$ cat config.mk
export PLATFORM = sky130hd
export DESIGN_NAME = instr_fetch_unit
export DESIGN_NICKNAME = d
export VERILOG_FILES = /design/src/rtl/instr_fetch_unit.sv
export SDC_FILE = /design/constraint.sdc
export NUM_CORES = 1
export LEC_CHECK = 0
export ABC_AREA = 0
export CORE_ASPECT_RATIO = 1.25
export CORE_MARGIN = 3
export CORE_UTILIZATION = 50
export CTS_CLUSTER_DIAMETER = 50
export DETAILED_ROUTE_END_ITERATION = 8
export PLACE_DENSITY = 0.79
export SYNTH_ARGS = -nofsm -noshare
export SYNTH_HDL_FRONTEND = slang
export SYNTH_SLANG_ARGS = --single-unit
$ cat constraint.sdc
create_clock -name clk -period 6.1 [get_ports clk]
set_clock_uncertainty 0.05 [all_clocks]
set_input_delay 1.83 -clock clk [delete_from_list [all_inputs] [get_ports clk]]
set_output_delay 1.83 -clock clk [all_outputs]
set_load 0.02 [all_outputs]
$ cat src/rtl/instr_fetch_unit.sv
// ---------------------------------------------------------------------------
// instr_fetch_unit
//
// Owns the program counter for a LEGv8 core. It fetches one 32-bit
// instruction at a time from instruction memory over a req/ack handshake and
// presents it to the decode stage with a valid/ready handshake. When decode
// accepts a CBZ whose branch is taken, the next fetch address becomes
// pc + sign_extend(imm19) * 4, where imm19 is instruction[23:5]. Otherwise
// the next fetch address is pc + 4.
//
// Operation is a three-state loop:
//   RESET -> REQ    one cycle after reset is released
//   REQ   -> HOLD   on imem_ack
//   HOLD  -> REQ    on instr_ready
// Sustained throughput is therefore one instruction every two cycles. Each
// memory wait state adds one cycle.
//
// Every output comes straight from a flop, so no input reaches an output
// through combinational logic.
//
// Parameters
//   ADDR_W    PC / instruction-memory address width. Must be at least 21,
//             because the branch offset is 21 bits wide.
//   RESET_PC  PC value after reset. Must be 4-byte aligned.
//
// Ports
//   clk           rising-edge clock
//   rst_n         asynchronous active-low reset
//   imem_req      fetch request; held high until acked
//   imem_addr     fetch address; stable while imem_req=1
//   imem_ack      imem_rdata is valid this cycle; ignored unless requesting
//   imem_rdata    fetched instruction word
//   instruction   instruction presented to the decoder
//   instr_valid   instruction/pc are valid
//   instr_ready   decode accepts the presented instruction
//   branch_taken  Branch AND Zero for the presented word; used only on accept
//   pc            address of the presented instruction
//   fetch_count   number of instructions accepted since reset; wraps at 2^32
// ---------------------------------------------------------------------------
module instr_fetch_unit #(
  parameter int unsigned         ADDR_W   = 64,
  parameter logic [ADDR_W-1:0]   RESET_PC = '0
) (
  input  logic              clk,
  input  logic              rst_n,
  output logic              imem_req,
  output logic [ADDR_W-1:0] imem_addr,
  input  logic              imem_ack,
  input  logic [31:0]       imem_rdata,
  output logic [31:0]       instruction,
  output logic              instr_valid,
  input  logic              instr_ready,
  input  logic              branch_taken,
  output logic [ADDR_W-1:0] pc,
  output logic [31:0]       fetch_count
);

  typedef enum logic [1:0] {
    S_RESET = 2'd0,
    S_REQ   = 2'd1,
    S_HOLD  = 2'd2
  } state_e;

  state_e            state_q, state_d;
  logic              imem_req_q, imem_req_d;
  logic [ADDR_W-1:0] imem_addr_q, imem_addr_d;
  logic [31:0]       instr_q, instr_d;
  logic              instr_valid_q, instr_valid_d;
  logic [ADDR_W-1:0] pc_q, pc_d;
  logic [31:0]       fetch_count_q, fetch_count_d;

  // CB-type offset: imm19 sign-extended to ADDR_W and scaled by 4.
  // The two zero LSBs keep every target 4-byte aligned.
  logic [ADDR_W-1:0] branch_off;
  assign branch_off = {{(ADDR_W-21){instr_q[23]}}, instr_q[23:5], 2'b00};

  // Both targets are computed from the held pc. The adds wrap silently
  // modulo 2^ADDR_W.
  logic [ADDR_W-1:0] seq_target;
  logic [ADDR_W-1:0] br_target;
  assign seq_target = pc_q + ADDR_W'(4);
  assign br_target  = pc_q + branch_off;

  always_comb begin
    // NOTE: every variable assigned here gets a default first, so no path
    // leaves one unassigned and no latch is inferred.
    state_d       = state_q;
    imem_req_d    = imem_req_q;
    imem_addr_d   = imem_addr_q;
    instr_d       = instr_q;
    instr_valid_d = instr_valid_q;
    pc_d          = pc_q;
    fetch_count_d = fetch_count_q;

    unique case (state_q)
      S_RESET: begin
        state_d     = S_REQ;
        imem_req_d  = 1'b1;
        imem_addr_d = RESET_PC;
      end

      S_REQ: begin
        // Without an ack, the request and its address simply stay put.
        if (imem_ack) begin
          instr_d       = imem_rdata;
          pc_d          = imem_addr_q;
          instr_valid_d = 1'b1;
          imem_req_d    = 1'b0;
          state_d       = S_HOLD;
        end
      end

      S_HOLD: begin
        // imem_ack is ignored here because no request is outstanding.
        // branch_taken matters only on the accepting edge.
        if (instr_ready) begin
          fetch_count_d = fetch_count_q + 32'd1;
          instr_valid_d = 1'b0;
          imem_req_d    = 1'b1;
          imem_addr_d   = branch_taken ? br_target : seq_target;
          state_d       = S_REQ;
        end
      end

      default: begin
        state_d    = S_RESET;
        imem_req_d = 1'b0;
      end
    endcase
  end

  // NOTE: all state is held in plain flops with no memory arrays, so each
  // flop is cleared by the async reset. That reset is what drops imem_req
  // immediately when a request is abandoned.
  always_ff @(posedge clk or negedge rst_n) begin
    if (!rst_n) begin
      // NOTE: sequential state uses non-blocking assignments only, so every
      // flop samples the pre-edge values of every other flop.
      state_q       <= S_RESET;
      imem_req_q    <= 1'b0;
      imem_addr_q   <= RESET_PC;
      instr_q       <= 32'h0;
      instr_valid_q <= 1'b0;
      pc_q          <= RESET_PC;
      fetch_count_q <= 32'h0;
    end else begin
      state_q       <= state_d;
      imem_req_q    <= imem_req_d;
      imem_addr_q   <= imem_addr_d;
      instr_q       <= instr_d;
      instr_valid_q <= instr_valid_d;
      pc_q          <= pc_d;
      fetch_count_q <= fetch_count_d;
    end
  end

  assign imem_req    = imem_req_q;
  assign imem_addr   = imem_addr_q;
  assign instruction = instr_q;
  assign instr_valid = instr_valid_q;
  assign pc          = pc_q;
  assign fetch_count = fetch_count_q;

endmodule
==> results_dict.tcl <==
set metrics [dict create \
    path_class "in2reg" \
    grt_max_degree 121 \
    cts_root_buf "clkbuf_16" \
    wire_per_inst_um 19.3 \
    leakagePower_uw 0.00611 \
    slew_headroom_pct 35.7 \
    io_pins 231 \
    place_area_um2 13800 \
    final_antenna_net_count 0 \
    synthFlopType "dfrtp_1" \
    clk_path_buf_depth 2 \
    cts_buffers 17 \
    cp_top_family "compound AO/OA/AOI/OAI gates" \
    fin_setup_tns_ps 0 \
    fin_util_pct 64.5 \
    wl_um 32000 \
    finalHoldViolations 0 \
    min_path_cells 1 \
    post-dp-hpwl_um 23400 \
    cts_resized 0 \
    vias 9912 \
    worst_hold_slack_ps 425 \
    io_buffers 230 \
    synth_common_cells "195 x dfrtp_1, 144 x nand2_1, 96 x mux2_2, 90 x xnor2_1, 78 x nor2_1" \
    yosys_warnings 0 \
    cts_tree "done" \
    synthTopCellsByArea "dfrtp_1 43%, mux2_2 9.5%, xnor2_1 6.9%" \
    clkLatencyLatePin_ps 440 \
    ys_types 82 \
    start_kind "input pin" \
    critPathMaxFanout 19 \
    core_area_um2 22400 \
    seq_area_um2 4880 \
    fillers 1845 \
    die_h_um 175 \
    grt_pass1_vias 9585 \
    ys_ff_latch 195 \
    synth_xor_area_share_pct 8.68 \
    synth_cells 1191 \
    die_w_um 141 \
    track_usage_pct 25.7 \
    hold_start "fetch_count[31]" \
    antenna_found_initial 0 \
    drive_above_1_share_pct 12.1 \
    viasPerCell 5.96 \
    slew_violations 0 \
    gp_congestion 0.945 \
    multi_input_area_um2 6120 \
    p_per_area_nw_per_um2 552 \
    worst-path-buf-inv 1 \
    nets 1427 \
    synth_compound_area_share_pct 14.8 \
    holdCritPathClass "reg2reg" \
    synth_enable_flop_cells 0 \
    endpoint_kind "flop" \
    cts.sinks 195 \
    htreeDepth 4 \
    rrSetupSlack_ps 2800 \
    timing.fmax_ghz 0.193 \
    synth_top_family_by_area "simple AND/OR/NAND/NOR gates" \
    antennaDiodeCount 0 \
    status "finished clean" \
    synthSimpleGateAreaFrac_pct 17.3 \
    synth.avg_cell_area_um2 9.57 \
    r2r_cells 11 \
    postCtsHoldBufs 0 \
    drt-initial-drc-count 702 \
    yosysTopAreaCell "dfrtp_1" \
    yosys.area.top_type_share_pct 42.8 \
    postCtsSetupBuffers 0 \
    synth_nets 1250 \
    post-route-drc-count 0 \
    peakVddDrop_mv 0.318 \
    clk_pin_slew_ps 80 \
    yosys.cell_count.top_type "dfrtp_1" \
    syn_to_final_growth_pct 26.5 \
    cpMaxStageDelayCell "clkdlybuf4s50_1" \
    min_period_over_period_pct 85.1 \
    synthesis.area_um2 11400 \
    design_area_um2 14400 \
    r2r-end "imem_addr[55]" \
    maxCapViolCount 0 \
    firstDrtPassIters 5 \
    worst_pin_slew_ps 964 \
    rsz0062_at_grt "false" \
    async_flop_share_pct 100 \
    grt_pass1_wl_um 51400 \
    critPathArrivalTime_ps 5440 \
    synthAdderAreaFrac_pct 2.48 \
    initial_core_util_pct 51.0 \
    die_area_um2 24700 \
    setup_violations 0 \
    min_period_ps 5190 \
    synth.area.mux_share_pct 10.3 \
    path_cells "clkdlybuf4s50_1 > and2_1 > ha_1 > and3_1 > nand2_1 > a211o_1 > a211oi_2 > o211ai_2 > a2111oi_4 > mux2i_1 > xor2_1 > o21ai_1" \
    slowest_delay_ps 770 \
    rows 61 \
    worstPathRequired_ps 6350 \
    ys_seq_area_share_pct 42.8 \
    grt_remaining_overflow 0 \
    worst_hold_path.endpoint "fetch_count[31]" \
    r2r-start "instruction[14]" \
]
routing by layer:
layer | wire length [um] | vias to the layer above | GRT usage [%]
li1 | - | 4588 | -
met1 | 13000 | 4819 | 33.1
met2 | 16000 | 431 | 42.9
met3 | 2020 | 74 | 4.79
met4 | 1010 | 0 | 9.94
met5 | 0 | - | 0
kinds of logic after synthesis:
group / count (synthesis)
multiplexers: 105
AO/OA/AOI/OAI: 256
buffers and inverters: 96
adder cells (fa/ha/maj): 22
flip-flops: 195
XOR/XNOR: 113
AND/OR/NAND/NOR: 404
cell type report:
class | instances | area share, %
Multi-Input combinational cell | 900 | 42.4
Tap cell | 283 | 2.45
Clock inverter | 15 | 1.26
Clock buffer | 17 | 2.95
Sequential cell | 195 | 33.8
Inverter | 12 | 0.330
Timing Repair Buffer | 242 | 16.8
cells in the final DEF, fill, tap and decap left out, types with 4 or more instances in the layout:
| master | Yosys | final |
|---|---|---|
| a21o_1 | 17 | 17 |
| nand2b_1 | 7 | 6 |
| a31oi_1 | 19 | 19 |
| nor2_1 | 78 | 78 |
| o21ai_0 | 55 | 55 |
| nand2_1 | 144 | 143 |
| o21a_1 | 5 | 5 |
| xnor2_1 | 90 | 90 |
| dfrtp_1 | 195 | 195 |
| xor2_1 | 23 | 23 |
| clkdlybuf4s50_1 | 0 | 229 |
| mux2_2 | 96 | 96 |
| nand3_1 | 53 | 53 |
| a22o_1 | 9 | 9 |
| inv_1 | 11 | 11 |
| a21oi_1 | 48 | 48 |
| a31o_2 | 5 | 5 |
| o21ai_1 | 31 | 31 |
| a22oi_1 | 4 | 4 |
| nor2b_1 | 5 | 5 |
| clkinv_8 | 0 | 6 |
| a32oi_1 | 8 | 8 |
| ha_1 | 21 | 21 |
| and3_1 | 21 | 21 |
| nor4_1 | 13 | 13 |
| nor3_1 | 10 | 10 |
| and4_1 | 6 | 6 |
| mux2i_1 | 8 | 8 |
| clkbuf_16 | 0 | 17 |
| nand4_1 | 14 | 14 |
| and2_1 | 26 | 26 |
| a211oi_1 | 6 | 6 |
| a32o_1 | 4 | 4 |
| buf_4 | 2 | 10 |
state kept, by name, summed over array words and instances (netlist names):
register and flops:
instr_valid 1, imem_addr 64, fetch_count 32, pc 64, state_q 2, instruction 32
stage by stage:
stage               cells  setup slack [ps]  power, uW
finish               1664               910       7970
floorplan            1191              1400       5170
global route         1664               633       8460
detailed placement   1632               548       6790
CTS                  1664               964       7960
global placement     1632               599       6740
report_power, final:
part / leakage [uW] / switching (uW) / internal, uW
Clock: 0.000287 / 589 / 555
Combinational: 0.00320 / 2480 / 2010
Sequential: 0.00262 / 636 / 1700
how the worst max path moves through the flow:
stage                 startpoint            end  depth (start not counted)
finish              branch_taken  imem_addr[55]                         12
global route        branch_taken  imem_addr[63]                         12
CTS                 branch_taken  imem_addr[55]                         12
detailed placement  branch_taken  imem_addr[55]                         12
global placement    branch_taken  imem_addr[55]                         12
floorplan           branch_taken  imem_addr[50]                         14
Note: power is estimated with default switching activity, not from simulation.
